## src/rtl/ir_ctrl_pkg.sv

```systemverilog
// ir_ctrl_pkg: shared types, NEC code constants and decode helpers for the IR direction controller.
package ir_ctrl_pkg;
  typedef enum logic [1:0] {UP = 2'b00, RIGHT = 2'b01, DOWN = 2'b10, LEFT = 2'b11} dir_t;
  typedef enum logic [1:0] {IDLE, CAPT, HOLD} state_t;
  typedef struct packed {
    logic valid;
    dir_t dir;
  } dec_t;
  localparam logic [7:0] NEC_ADDR  = 8'h20;
  localparam logic [7:0] CMD_UP    = 8'h6A;
  localparam logic [7:0] CMD_DOWN  = 8'hEA;
  localparam logic [7:0] CMD_LEFT  = 8'h1A;
  localparam logic [7:0] CMD_RIGHT = 8'h9A;
  function automatic dec_t cmd_to_dir(input logic [7:0] cmd);
    dec_t d;
    d.valid = cmd inside {CMD_UP, CMD_DOWN, CMD_LEFT, CMD_RIGHT};
    d.dir = cmd == CMD_UP ? UP : cmd == CMD_DOWN ? DOWN : cmd == CMD_LEFT ? LEFT : RIGHT;
    return d;
  endfunction
  function automatic logic is_reversal(input dir_t a, input dir_t b);
    return (a ^ b) == 2'b10;
  endfunction
endpackage

```

## src/rtl/ir_dir_controller_dir_fifo.sv

```systemverilog
// dir_fifo: synchronous FIFO of directions; a push into a full queue succeeds only alongside a pop.
module dir_fifo
  import ir_ctrl_pkg::*;
#(
  parameter int DEPTH = 2
) (
  input  logic clk,
  input  logic rst_n,
  input  logic push,
  input  logic pop,
  input  dir_t din,
  output logic full,
  output logic empty,
  output dir_t head
);
  localparam int AW = $clog2(DEPTH);
  dir_t mem_q [DEPTH];
  logic [AW:0] wr_q, wr_d, rd_q, rd_d;
  logic do_push, do_pop;
  assign empty = wr_q == rd_q;
  assign full = (wr_q[AW] != rd_q[AW]) && (wr_q[AW-1:0] == rd_q[AW-1:0]);
  assign head = empty ? UP : mem_q[rd_q[AW-1:0]];
  always_comb begin
    do_pop = pop && !empty;
    do_push = push && (!full || do_pop);
    wr_d = wr_q + {{AW{1'b0}}, do_push};
    rd_d = rd_q + {{AW{1'b0}}, do_pop};
  end
  always_ff @(posedge clk or negedge rst_n) begin
    if (!rst_n) begin
      wr_q <= '0;
      rd_q <= '0;
      for (int i = 0; i < DEPTH; i++) mem_q[i] <= UP;
    end else begin
      wr_q <= wr_d;
      rd_q <= rd_d;
      if (do_push) mem_q[wr_q[AW-1:0]] <= din;
    end
  end
endmodule

```

## src/rtl/ir_dir_controller.sv

```systemverilog
// ir_dir_controller: captures NEC code words, maps them to queued snake directions, holds the receiver in reset as a hold-off.
// Define IR_FULL_CODE_CHECK_EN to also require the address 0x20 and both inverse bytes to match.
module ir_dir_controller
  import ir_ctrl_pkg::*;
#(
  parameter int HOLD_CYCLES = 2000,
  parameter int FIFO_DEPTH  = 2
) (
  input  logic        nec_clk,
  input  logic        reset_n,
  input  logic [31:0] word,
  output logic        rx_reset_n,
  output logic [1:0]  dir,
  output logic        dir_valid,
  input  logic        dir_ready,
  output logic [7:0]  drop_count,
  output logic        busy
);
  localparam int CW = $clog2(HOLD_CYCLES + 1);
  localparam logic [CW-1:0] LAST = CW'(HOLD_CYCLES - 1);
  state_t state_q, state_d;
  logic [31:0] cap_q, cap_d;
  logic [CW-1:0] cnt_q, cnt_d;
  logic [7:0] drop_q, drop_d;
  dir_t last_q, last_d;
  logic rx_q, rx_d;
  dec_t dec;
  logic code_ok, push, full, empty;
  dir_t head;
  always_comb begin
    dec = cmd_to_dir(cap_q[15:8]);
`ifdef IR_FULL_CODE_CHECK_EN
    code_ok = dec.valid && cap_q[15:8] == ~cap_q[7:0] && cap_q[23:16] == ~cap_q[31:24]
              && cap_q[31:24] == NEC_ADDR;
`else
    code_ok = dec.valid;
`endif
    push = state_q == CAPT && code_ok && !is_reversal(dec.dir, last_q) && (!full || (dir_ready && !empty));
  end
  // rx_reset_n is registered, so it drops on entering HOLD and rises together with the return to IDLE
  always_comb begin
    state_d = state_q;
    cap_d = cap_q;
    cnt_d = cnt_q;
    drop_d = drop_q;
    last_d = last_q;
    rx_d = 1'b1;
    case (state_q)
      IDLE: if (word != '0) begin
        state_d = CAPT;
        cap_d = word;
      end
      CAPT: begin
        state_d = HOLD;
        cnt_d = '0;
        rx_d = 1'b0;
        if (push) last_d = dec.dir;
        else drop_d = drop_q + {7'd0, drop_q != 8'hFF};
      end
      HOLD: begin
        cnt_d = cnt_q + CW'(1);
        state_d = cnt_q == LAST ? IDLE : HOLD;
        rx_d = cnt_q == LAST;
      end
      default: state_d = IDLE;
    endcase
  end
  always_ff @(posedge nec_clk or negedge reset_n) begin
    if (!reset_n) begin
      state_q <= IDLE;
      cap_q <= '0;
      cnt_q <= '0;
      drop_q <= '0;
      last_q <= RIGHT;
      rx_q <= 1'b0;
    end else begin
      state_q <= state_d;
      cap_q <= cap_d;
      cnt_q <= cnt_d;
      drop_q <= drop_d;
      last_q <= last_d;
      rx_q <= rx_d;
    end
  end
  dir_fifo #(.DEPTH(FIFO_DEPTH)) u_fifo (
    .clk(nec_clk),
    .rst_n(reset_n),
    .push(push),
    .pop(dir_ready),
    .din(dec.dir),
    .full(full),
    .empty(empty),
    .head(head)
  );
  assign rx_reset_n = rx_q;
  assign dir = head;
  assign dir_valid = !empty;
  assign drop_count = drop_q;
  assign busy = state_q != IDLE;
endmodule

```

## config.mk

```make
export PLATFORM = sky130hd
export DESIGN_NAME = ir_dir_controller
export DESIGN_NICKNAME = d
export VERILOG_FILES = /design/src/rtl/ir_ctrl_pkg.sv /design/src/rtl/ir_dir_controller_dir_fifo.sv /design/src/rtl/ir_dir_controller.sv
export SDC_FILE = /design/constraint.sdc
export NUM_CORES = 1
export LEC_CHECK = 0
export ABC_AREA = 1
export CORE_MARGIN = 2
export CORE_UTILIZATION = 35
export CTS_CLUSTER_DIAMETER = 50
export DETAILED_ROUTE_END_ITERATION = 8
export GPL_TIMING_DRIVEN = 0
export PLACE_DENSITY = 0.57
export RECOVER_POWER = 25
export SLEW_MARGIN = 30
export SYNTH_ARGS = -nofsm -noshare
export SYNTH_HDL_FRONTEND = slang
export SYNTH_SLANG_ARGS = --single-unit
```

## constraint.sdc

```tcl
create_clock -name nec_clk -period 4.73 [get_ports nec_clk]
set_clock_uncertainty 0.2 [all_clocks]
set_input_delay 1.1825 -clock nec_clk [delete_from_list [all_inputs] [get_ports nec_clk]]
set_output_delay 1.1825 -clock nec_clk [all_outputs]
set_load 0.05 [all_outputs]
```

# == After elaboration in Yosys (flattened, before gate mapping) ==
# Index checks and enable logic that the tools add are counted.
# op_classes
add_sub_neg,4
order_cmp,3
eq_ne,13
n_mux,15
n_bitwise,4
reduce_logical,19
# ops
op,n
nonzero test 32 bit,1
one-hot mux 11 bit (2 select lines),1
2-to-1 mux 2 bit,10
"equality test 8 bit, second input constant",2
"adder 11 x 1 -> 11 bit, second input constant",1
"equality test 11 bit, second input constant",1
adder 8 x 1 -> 8 bit,1
"equality test 8 x 5 -> 1 bit, second input constant",1
"equality test 8 x 7 -> 1 bit, second input constant",1
"inequality test 8 bit, second input constant",1
logical AND 1 bit,7
one-hot mux 2 bit (3 select lines),1
AND reduction 2 bit,3
adder 2 x 1 -> 2 bit,2
bitwise mux 4 bit,1
"equality test 2 bit, second input constant",2
"greater-or-equal comparator 2 bit, second input constant",2
inverter 1 -> 2 bit,2
nonzero test 2 bit,2
nonzero test 4 bit,1
logical NOT 1 bit,3
demux 2 bit (select 1 bit),1
"equality test 2 x 1 -> 1 bit, second input constant",1
equality test 2 bit,1
other kinds (9),9
# word_totals
register_bits,48
input_bits,35
out_inout_bits,13
elab_cells,68

# == Depth between registers and ports, before layout ==
# Gate-level depths: netlist of run 1.
# depth
depth_word,11
ltp_mapped,13

# == Hierarchy ==
# Synthesis of run 1 repeated with hierarchy kept, for this count alone.
# hier_totals
hier_cells,308
area_unflattened_um2,2333.5
# modules_own_cells
module,instances,cells_per_inst,area_per_inst_um2
ir_dir_controller,1,262,1921.8
dir_fifo,1,46,411.6

# == Least setup slack after synthesis of run 1 ==
# OpenSTA, ideal clock, no wires.
# synth_path
path_type,register -> output
from,register u_fifo.rd_q[0]
to,output port dir[0]
arrival_time_ns,1.381
setup_slack_ns,1.966
stages_incl_launch_ff,4
n_path_buf,0
path_cell_list,dfrtp_1 xor2_1 nor2_1 nor2_1
# synth_between
elab_chain_len,5
word_cells_on_any_way,6
cone_classes,eq/ne (1); mux (4); bitwise (1)
# synth_lines
item,line,source
"start, declared",ir_dir_controller_dir_fifo.sv:18,"logic [AW:0] wr_q, wr_d, rd_q, rd_d;"
"start signal, assigned",ir_dir_controller_dir_fifo.sv:36,rd_q <= rd_d;
inverter 1 -> 2 bit (not written as such),ir_dir_controller_dir_fifo.sv:22,assign head = empty ? UP : mem_q[rd_q[AW-1:0]];
2-to-1 mux 2 bit (not written as such) (3 in series),ir_dir_controller_dir_fifo.sv:22,
2-to-1 mux 2 bit *,ir_dir_controller_dir_fifo.sv:22,
"end, declared",ir_dir_controller.sv:13,"output logic [1:0] dir,"
# Every way passes the cells marked *; elsewhere a longest branch is shown, timed or not. The select of a mux whose other input is x is not followed.

# == Final worst setup path of run 1 ==
# Same ends and word-level chain as after synthesis.

==> reports/metrics.csv, run 1 <==
stage;metric;value;unit
run_status;status;complete, no violations;
placed_design;routability cong.;0.7730;
clock_tree;CTS Buf Count;5;
power;Clk pwr share;25.2;%
critical_path;most frequent CP cell;nor2_1;
drt;final WL;4274;um
clock_tree;Root Buffer;clkbuf_8;
synth;Post-synth EDFFs;0;
cells_and_area;Area growth syn-to-layout;29.03;%
synth;mean post-synth cell area;7.863;um^2
global_route;largest net degree at the start of global routing;25;
critical_path;R2R cell count;13;
drt;DR WL/cell;10.22;um
sta;unrepaired setup endpoints after global routing;false;
synth;Cell variety after synth;29;
power;PwrDens;316.8;nW/um^2
synth;Syn Nets;330;
synth;Yosys top cell by area;dfrtp_1;
power;Flop pwr share;46.1;%
placed_design;cell total after placement;410;
floorplanning;die width;84.02;um
sta;Tmin final;3.339;ns
power;maximum vdd drop;0.2069;mV
critical_path;Worst path max stage delay;0.80;ns
cells_and_area;nets;385;
power;Gate power share;28.7;%
power;total internal power;0.0006152;W
global_route;antenna violations before repair;0;
critical_path;CP bufs+invs;1;
clock_tree;clk sink count;40;
global_route;gr ovfl total;0;
cells_and_area;ANT cells;0;
floorplanning;die height;84.02;um
clock_tree;htree depth;2;
power;Static Leak;1.419;nW
hold_path;Hold Crit Class;flop to flop;
sta;Worst slew margin;11.64;%
cells_and_area;Register Area;1002;um^2
drt;TritonRoute pass-1 iters;4;
clock_tree;cts repair resizes;0;
synth;synthesized flop and latch total;40;
synth;most area-consuming cells after synthesis;dfrtp_1 44%, nand2_1 11%, nor2_1 8.0%;
drt;Post-route DRC;0;
critical_path;cell at the slowest stage of the critical path;clkdlybuf4s50_1;
power;switching power share of the total;32.85;%
sta;Slew @ Worst Pin;1.325;ns
sta;Final Cycle Share;70.59;%
drt;initial DRC count;69;
synth;Synth Cell Area;2241;um^2
clock_tree;clk_lat worst skew;0.29;ns
cells_and_area;most frequent cells in the layout;68 x nand2_1, 48 x nor2_1, 46 x clkdlybuf4s50_1, 39 x dfrtp_1, 34 x inv_1;
placed_design;Port-buffer cells;47;
synth;Mapped Cells;285;
sta;Final setup viols;0;
global_route;Tot GR Track Use;13.64;%
cells_and_area;layout cells sized above 1;7.625;%
synth;Synth top area share;43.55;%
critical_path;reg2reg start;state_q[1]$_DFFE_PN0P_;
floorplanning;row cnt;29;
sta;setup TNS;0;ns
floorplanning;Ports;48;
critical_path;Crit. End Element;primary output;
critical_path;CP required;3.35;ns
floorplanning;full die area;7059;um^2
flow_run;number of max-cap violations;0;
cells_and_area;Filler Cells Inserted;634;
critical_path;WS Path Type;flop to primary output;
drt;Routed Antenna Nets;0;
drt;via count;1907;
hold_path;Hold Path Sink;cap_q[11]$_DFFE_PN0P_;
critical_path;Worst Setup Start Kind;flop;
floorplanning;Initial Util;35.70;%
global_route;first-pass GRT wire length;7859;um
critical_path;internal reg-to-reg setup slack;2.37;ns
power;Net Sw Power;0.0003010;W
clock_tree;post-CTS setup buffers;0;
critical_path;reg-to-reg endpoint;u_fifo.mem_q[0]$_DFFE_PN0P_;
sta;fin. max-slew vios;0;
placed_design;hpwl dp;3363;um
clock_tree;maximum buffer depth of the clock tree;2;
drt;routed metal-1 wirelength;2020;um
critical_path;Crit path max-delay family;buffers and inverters;
synth;top_reg_cell synth;dfrtp_1;
cells_and_area;fin cells;418;
clock_tree;hold_buf cts;0;
synth;FFs w/ async S/R, synth;100.0;%
clock_tree;CTS tree;yes;
clock_tree;clk slew on worst S/H paths;0.07;ns
sta;fmax;299.5;MHz
drt;Via-to-Cell Ratio;4.562;
floorplanning;core area;6277;um^2
critical_path;Crit Path Max Fanout;5;
drt;WL met2;1942;um
global_route;vias in the first global route;1848;
sta;final hold slack;0.2797;ns
cells_and_area;multi-input logic area;1069;um^2
drt;routed wl met3;223;um
critical_path;CP cell instances;xor2_1 -> nor2_1 -> nor2_1 -> clkdlybuf4s50_1;
critical_path;crit path DAT;1.96;ns
hold_path;Hold Path Depth;2;
cells_and_area;commonest non-fill, non-tap cell in the layout;nand2_1;
hold_path;Min-Delay Startpoint;cap_q[11]$_DFFE_PN0P_;
drt;Max Used Layer;met4;
sta;final hold violation count;0;
synth;sequential element share of the synthesized area;44.72;%
synth;Ys Warns;0;
==> power groups by stage <==
stage	registers, W	logic (W)	clock network, W
floorplan	0.000424	0.000182	0
global placement	0.000428	0.000261	0
detailed placement	0.000430	0.000267	0
CTS	0.000423	0.000268	0.000244
global route	0.000429	0.000299	0.000257
finish	0.000423	0.000263	0.000231
==> cell families (layout without fill, tap and decap cells) <==
group	Yosys count	after routing	share of synthesized area (%)
multiplexers	1	1	0.4467
AND/OR/NAND/NOR	152	152	29.93
AO/OA/AOI/OAI	32	32	7.817
XOR/XNOR	10	10	3.908
buffers and inverters	40	96	7.593
adder cells (fa/ha/maj)	10	10	5.583
flip-flops	40	40	44.72
==> flip-flops by register name, summed over array words and instances (netlist names) <==
| register | flops |
|---|---|
| last_q | 2 |
| u_fifo.rd_q | 2 |
| u_fifo.wr_q | 2 |
| drop_count | 8 |
| cnt_q | 11 |
| rx_reset_n | 1 |
| state_q | 2 |
| u_fifo.mem_q | 4 |
| cap_q | 8 |
==> worst max path at each step <==
stage / from / endpoint / slack [ns] / cells past startpoint
CTS: u_fifo.wr_q[1]$_DFF_PN0_ / dir[0] / 1.36 / 5
finish: u_fifo.rd_q[0]$_DFF_PN0_ / dir[0] / 1.39 / 4
floorplan: u_fifo.rd_q[0]$_DFF_PN0_ / dir[0] / 1.97 / 3
global route: u_fifo.wr_q[1]$_DFF_PN0_ / dir[1] / 1.21 / 5
detailed placement: dir_ready / u_fifo.mem_q[1]$_DFFE_PN0P_ / 1.63 / 9
global placement: reset_n / cnt_q[9]$_DFFE_PN0P_ / 1.20 / 1
==> worst reg2reg max path, stage by stage, from the launching register on <==
cell	delay [ns]
dfrtp_1	0.41
inv_1	0.10
ha_1	0.18
buf_6	0.15
inv_2	0.06
nor3_2	0.16
o21ai_1	0.12
nor2_4	0.15
nand2_2	0.10
buf_6	0.16
inv_1	0.08
ha_1	0.24
nor2_1	0.06
a31oi_1	0.13
==> cell usage after synthesis (3+ instances only) <==
cell type,number
ha_1,10
dfrtp_1,39
nor2_1,48
xor2_1,6
o21ai_0,10
inv_1,34
xnor2_1,4
a21oi_1,15
nor3_2,3
nand3_1,19
nand2_1,68
nand4_1,3
nand3_2,5
==> per-stage QoR <==
step | instance area, um^2 | power (W) | worst slack (ns) | util (%)
2_1_floorplan | 2241 | 0.0006060 | 1.966 | -
3_3_place_gp | 2808 | 0.0006890 | 1.202 | 44.73
3_5_place_dp | 2823 | 0.0006968 | 1.630 | 44.97
4_1_cts | 2913 | 0.0009354 | 1.356 | 46.40
5_1_grt | 2892 | 0.0009845 | 1.215 | 46.06
6_report | 2892 | 0.0009162 | 1.391 | 46.06
==> layer usage <==
layer | vias to the layer above | GRT usage [%]
li1 | 1013 | -
met1 | 840 | 17.04
met2 | 47 | 22.40
met3 | 7 | 3.363
met4 | 0 | 5.865
met5 | - | 0
==> cell type report <==
cell class / count / area share, %
buffer: 4 / 1.082
clock buffer: 8 / 3.116
inverter: 36 / 4.673
multi-input combinational: 205 / 36.95
sequential: 40 / 34.66
tap: 77 / 3.332
timing repair buffer: 48 / 16.18
No activity file was read; power rests on OpenSTA's default activity.
==> inputs of run 2 (changes only) <==
- PLACE_DENSITY: 0.57 -> 0.59
- clock period: 4.73 -> 2.85 ns (I/O delays scaled with it)
==> run 2 against run 1 <==
Final cell count stayed put. Utilization is 0.18 points higher. Via count is 1.6% higher. Largest cell class unchanged.
==> reports/metrics.csv, run 2 (synthesis results as in run 1) <==
stage;metric;value;unit;change
floorplanning;core area;6277;um^2;unchanged
cells_and_area;most frequent cells in the layout;68 x nand2_1, 48 x nor2_1, 42 x clkdlybuf4s50_1, 39 x dfrtp_1, 34 x inv_1;;
placed_design;Port-buffer cells;47;;unchanged
power;total internal power;0.001009;W;+64%
flow_run;number of max-cap violations;0;;unchanged
clock_tree;clk_lat worst skew;0.28;ns;about the same
global_route;gr ovfl total;0;;unchanged
floorplanning;Ports;48;;unchanged
power;Flop pwr share;46.6;%;+0.5 points
global_route;Tot GR Track Use;12.94;%;-0.70 points
sta;Final setup viols;0;;unchanged
drt;TritonRoute pass-1 iters;4;;unchanged
clock_tree;Root Buffer;clkbuf_8;;
drt;DR WL/cell;10.13;um;-0.94%
sta;final hold slack;0.2815;ns;+0.001841 ns
critical_path;Crit Path Max Fanout;5;;unchanged
power;PwrDens;519.1;nW/um^2;+64%
floorplanning;die height;84.02;um;unchanged
sta;unrepaired setup endpoints after global routing;false;;
sta;final hold violation count;0;;unchanged
sta;Slew @ Worst Pin;1.143;ns;-0.1820 ns
critical_path;Crit. End Element;primary output;;
placed_design;routability cong.;0.7725;;about the same
clock_tree;htree depth;2;;unchanged
sta;Final Cycle Share;91.95;%;
clock_tree;CTS tree;yes;;
global_route;largest net degree at the start of global routing;26;;+4.0%
sta;Tmin final;2.620;ns;
sta;setup TNS;0;ns;unchanged
cells_and_area;layout cells sized above 1;7.918;%;+0.29 points
power;Net Sw Power;0.0004975;W;+65%
global_route;antenna violations before repair;0;;unchanged
critical_path;crit path DAT;1.71;ns;-0.25 ns
floorplanning;full die area;7059;um^2;unchanged
floorplanning;Initial Util;35.70;%;unchanged
drt;initial DRC count;59;;-14%
global_route;vias in the first global route;1756;;-5.0%
cells_and_area;Area growth syn-to-layout;29.54;%;
floorplanning;row cnt;29;;unchanged
hold_path;Hold Crit Class;input pin to async pin;;
drt;Routed Antenna Nets;0;;unchanged
floorplanning;die width;84.02;um;unchanged
drt;final WL;4234;um;-0.94%
cells_and_area;commonest non-fill, non-tap cell in the layout;nand2_1;;
cells_and_area;max reg flops;11;;unchanged
critical_path;CP required;1.94;ns;-1.41 ns
sta;fmax;381.6;MHz;
critical_path;WS Path Type;flop to primary output;;
clock_tree;CTS Buf Count;5;;unchanged
run_status;status;complete, no violations;;
power;maximum vdd drop;0.3111;mV;+50%
clock_tree;clk slew on worst S/H paths;0.07;ns;about the same
clock_tree;post-CTS setup buffers;0;;unchanged
drt;Post-route DRC;0;;unchanged
cells_and_area;Filler Cells Inserted;636;;+0.32%
drt;Via-to-Cell Ratio;4.636;;+1.6%
cells_and_area;final core occ;46.24;%;+0.18 points
power;Static Leak;1.440;nW;+1.5%
cells_and_area;nets;385;;unchanged
cells_and_area;most flop-heavy register;cnt_q;;
clock_tree;clk sink count;40;;unchanged
sta;fin. max-slew vios;0;;unchanged
power;Clk pwr share;25.3;%;about the same
power;Gate power share;28.1;%;-0.6 points
drt;via count;1938;;+1.6%
placed_design;hpwl dp;3367;um;+0.14%
clock_tree;maximum buffer depth of the clock tree;2;;unchanged
critical_path;Worst Setup Start Kind;flop;;
sta;Worst slew margin;23.78;%;+12 points
cells_and_area;ANT cells;0;;unchanged
global_route;first-pass GRT wire length;7417;um;-5.6%
power;switching power share of the total;33.01;%;+0.16 points
==> run 2: layout make-up <==
class / instances / area [um^2] / share of cell area (%)
buffer: 4 / 35.03 / 1.207
clock buffer: 8 / 90.09 / 3.103
multi-input combinational: 205 / 1069 / 36.81
tap: 77 / 96.34 / 3.319
inverter: 36 / 135.1 / 4.655
sequential: 40 / 1002 / 34.53
timing repair buffer: 48 / 475.5 / 16.38
==> run 2: critical path, cell delays in order, from the launching register on <==
cell	delay, ns
dfrtp_1	0.44
xor2_1	0.25
nor2_1	0.12
nor2_1	0.09
dlygate4sd2_1	0.53
==> run 2: layer usage <==
layer / up-vias / global-route usage (%) / wire length [um]
li1: 1012 / - / -
met1: 868 / 15.82 / 1945
met2: 53 / 21.67 / 1950
met3: 5 / 3.956 / 270
met4: 0 / 4.399 / 68
met5: - / 0 / 0
==> run 2: power by group through the flow <==
stage	logic, W	clock network [W]	registers, W
2_1_floorplan	0.000302	0	0.000703
3_3_place_gp	0.000431	0	0.000711
3_5_place_dp	0.000444	0	0.000714
4_1_cts	0.000432	0.000398	0.000703
5_1_grt	0.000477	0.000428	0.000712
6_report	0.000423	0.000381	0.000703
==> run 2: path summary, 6_finish.rpt <==
check / start / end / slack (ns) / cells past startpoint
worst max-delay path: u_fifo.rd_q[0]$_DFF_PN0_ / dir[1] / 0.23 / 4
min in group nec_clk: cap_q[11]$_DFFE_PN0P_ / cap_q[11]$_DFFE_PN0P_ / 0.28 / 2
max in group asynchronous: reset_n / cnt_q[3]$_DFFE_PN0P_ / 0.54 / 2
worst max register to register: state_q[1]$_DFFE_PN0P_ / u_fifo.mem_q[0]$_DFFE_PN0P_ / 0.47 / 13
worst min register to register: cap_q[11]$_DFFE_PN0P_ / cap_q[11]$_DFFE_PN0P_ / 0.28 / 2
worst min-delay path: reset_n / u_fifo.mem_q[2]$_DFFE_PN0P_ / 0.28 / 1
==> run 2: metrics by stage <==
step | cells | setup WS [ns] | power (W) | cell area, um^2
3_5_place_dp | 410 | 0.2501 | 0.001158 | 2823
5_1_grt | 418 | 0.08116 | 0.001617 | 2903
6_report | 418 | 0.2296 | 0.001507 | 2903
3_3_place_gp | 409 | -0.1846 | 0.001142 | 2808
2_1_floorplan | 285 | 0.5561 | 0.001006 | 2241
4_1_cts | 418 | 0.03141 | 0.001533 | 2909
==> run 2: repair_timing <==
action	CTS	global route
setup endpoints to repair	3	1
gates cloned	0	0
hold buffers	0	0
resized for setup	3	1
==> inputs of run 3 (changes only) <==
- CORE_ASPECT_RATIO: default -> 1.5
- CORE_UTILIZATION: 35 -> 25
- PLACE_DENSITY: 0.59 -> 0.45
- SETUP_SLACK_MARGIN: default -> 0.2
==> run 3 against run 2 <==
Non-clock buffer count decreased by 1. Register-to-register slack improved by 0.04 ns. Routed wire length increased by 13%. Count of clock-buffer cells in the layout unchanged. Combinational power barely moved. Setup slack improved by 0.10 ns. Worst hold slack lost 0.0020 ns. First-iteration DRC count increased by 10%. Critical path type unchanged.
==> reports/metrics.csv, run 3 (synthesis results as in run 1) <==
stage;metric;value;unit;change
run_status;status;complete, no violations;;
critical_path;CP required;1.94;ns;about the same
sta;Tmin final;2.518;ns;-0.1024 ns
cells_and_area;commonest non-fill, non-tap cell in the layout;nand2_1;;
clock_tree;post-CTS setup buffers;0;;unchanged
power;Tot Pwr;0.001690;W;+12%
placed_design;cell total after placement;442;;+7.8%
hold_path;Hold Path Sink;cap_q[11]$_DFFE_PN0P_;;
power;PwrDens;568.3;nW/um^2;+9.5%
sta;worst setup margin;0.3319;ns;+0.1024 ns
floorplanning;row cnt;42;;+45%
sta;Final setup viols;0;;unchanged
clock_tree;clk slew on worst S/H paths;0.06;ns;about the same
power;maximum vdd drop;0.3470;mV;+12%
cells_and_area;ANT cells;0;;unchanged
floorplanning;die width;81.30;um;-3.2%
clock_tree;clk sink count;40;;unchanged
floorplanning;full die area;9752;um^2;+38%
critical_path;Worst Setup Start Kind;flop;;
critical_path;reg2reg start;state_q[1]$_DFFE_PN0P_;;
placed_design;area of placed instances;2846;um^2;+0.84%
placed_design;Port-buffer cells;47;;unchanged
sta;fmax;397.1;MHz;+4.1%
floorplanning;Ports;48;;unchanged
sta;final hold slack;0.2795;ns;-0.002006 ns
drt;DR WL/cell;10.65;um;+5.2%
cells_and_area;post-route cell area;2974;um^2;+2.5%
global_route;largest net degree at the start of global routing;41;;+58%
floorplanning;core area;8776;um^2;+40%
critical_path;CP bufs+invs;3;;+2
floorplanning;die height;120.0;um;+43%
power;Static Leak;1.449;nW;+0.60%
clock_tree;Root Buffer;clkbuf_16;;
global_route;first-pass GRT wire length;8211;um;+11%
cells_and_area;fin cells;450;;+7.7%
drt;via count;1941;;+0.15%
flow_run;number of max-cap violations;0;;unchanged
hold_path;Hold Crit Class;flop to flop;;
critical_path;cell at the slowest stage of the critical path;dlygate4sd2_1;;
sta;unrepaired setup endpoints after global routing;false;;
floorplanning;Initial Util;25.53;%;-10 points
drt;final WL;4794;um;+13%
cells_and_area;most flop-heavy register;cnt_q;;
cells_and_area;nets;384;;-0.26%
global_route;Tot GR Track Use;10.89;%;-2.1 points
critical_path;CP cell instances;inv_1 -> ha_1 -> inv_1 -> dlygate4sd2_1;;
critical_path;Crit. End Element;primary output;;
global_route;antenna violations before repair;0;;unchanged
placed_design;routability cong.;0.7486;;-3.1%
critical_path;reg-to-reg endpoint;u_fifo.mem_q[0]$_DFFE_PN0P_;;
clock_tree;maximum buffer depth of the clock tree;2;;unchanged
cells_and_area;most frequent cells in the layout;68 x nand2_1, 48 x nor2_1, 42 x clkdlybuf4s50_1, 39 x dfrtp_1, 34 x inv_1;;
sta;Worst slew margin;31.29;%;+7.5 points
clock_tree;CTS tree;yes;;
cells_and_area;Area growth syn-to-layout;32.72;%;
sta;Slew @ Worst Pin;1.031;ns;-0.1127 ns
drt;Routed Antenna Nets;0;;unchanged
clock_tree;clk_lat worst skew;0.29;ns;about the same
drt;Post-route DRC;0;;unchanged
clock_tree;htree depth;2;;unchanged
hold_path;Min-Delay Startpoint;cap_q[11]$_DFFE_PN0P_;;
critical_path;most frequent CP cell;inv_1;;
global_route;gr ovfl total;0;;unchanged
sta;fin. max-slew vios;0;;unchanged
placed_design;pre-CTS WS;0.2169;ns;-0.03323 ns
hold_path;Hold Path Depth;2;;
drt;initial DRC count;65;;+10%
global_route;vias in the first global route;1960;;+12%
placed_design;hpwl dp;3717;um;+10%
critical_path;internal reg-to-reg setup slack;0.51;ns;+0.04 ns
clock_tree;CTS Buf Count;5;;unchanged
critical_path;Crit Path Max Fanout;6;;+1
critical_path;Crit path max-delay family;buffers and inverters;;
critical_path;R2R cell count;13;;unchanged
critical_path;crit path DAT;1.61;ns;-0.10 ns
critical_path;WS Path Type;flop to primary output;;
cells_and_area;max reg flops;11;;unchanged
critical_path;Worst path max stage delay;0.52;ns;about the same
cells_and_area;layout cells sized above 1;9.118;%;+1.2 points
sta;final hold violation count;0;;unchanged
drt;TritonRoute pass-1 iters;4;;unchanged
drt;Via-to-Cell Ratio;4.313;;-7.0%
sta;Final Cycle Share;88.35;%;-3.6 points
run 3: per-layer routing:
metal  global-route usage [%]  vias up  wire length, um
li1                         -     1005                -
met1                    11.16      883             1966
met2                    19.83       45             2497
met3                    2.406        8              208
met4                    5.720        0              122
met5                        0        -                0
run 3: power by group:
part	internal, W	switching, W	total (W)	leakage [nW]
Sequential	0.000649	0.0000541	0.000703	0.488
Combinational	0.000158	0.000262	0.000420	0.889
Clock	0.000349	0.000217	0.000566	0.0712
Total	0.00116	0.000534	0.00169	1.45
run 3: worst max-delay path by stage:
stage,from,end,cells past startpoint
3_5_place_dp,dir_ready,u_fifo.mem_q[1]$_DFFE_PN0P_,9
6_report,state_q[0]$_DFFE_PN0P_,busy,4
2_1_floorplan,u_fifo.rd_q[0]$_DFF_PN0_,dir[0],3
3_3_place_gp,reset_n,cap_q[9]$_DFFE_PN0P_,1
4_1_cts,u_fifo.rd_q[0]$_DFF_PN0_,dir[1],4
5_1_grt,state_q[0]$_DFFE_PN0P_,busy,4
run 3: timing repair:
item | 4_1_cts | 5_1_grt
cloned | 0 | 0
resized for setup | 4 | 6
hold buffers | 0 | 0
setup endpoints to repair | 4 | 3
run 3: final cells by class:
class | instances | area [um^2]
fill | 906 | 5802
multi-input combinational | 205 | 1069
sequential | 40 | 1002
timing repair buffer | 47 | 449.2
clock buffer | 8 | 146.4
tap | 110 | 137.6
inverter | 36 | 135.1
buffer | 4 | 35.03
run 3: tightest hold or removal path: cells and delay by family (launching register included):
kind | cells | cell delay, ns
AND/OR/NAND/NOR | 2 | 0.10
flip-flops | 1 | 0.35
run 3: through the flow:
step	utilization (%)	TNS [ns]
after floorplan	-	0
after global routing	33.89	0
after global placement	32.46	-11.79
after detailed placement	32.44	0
final	33.89	0
after CTS	34.05	0
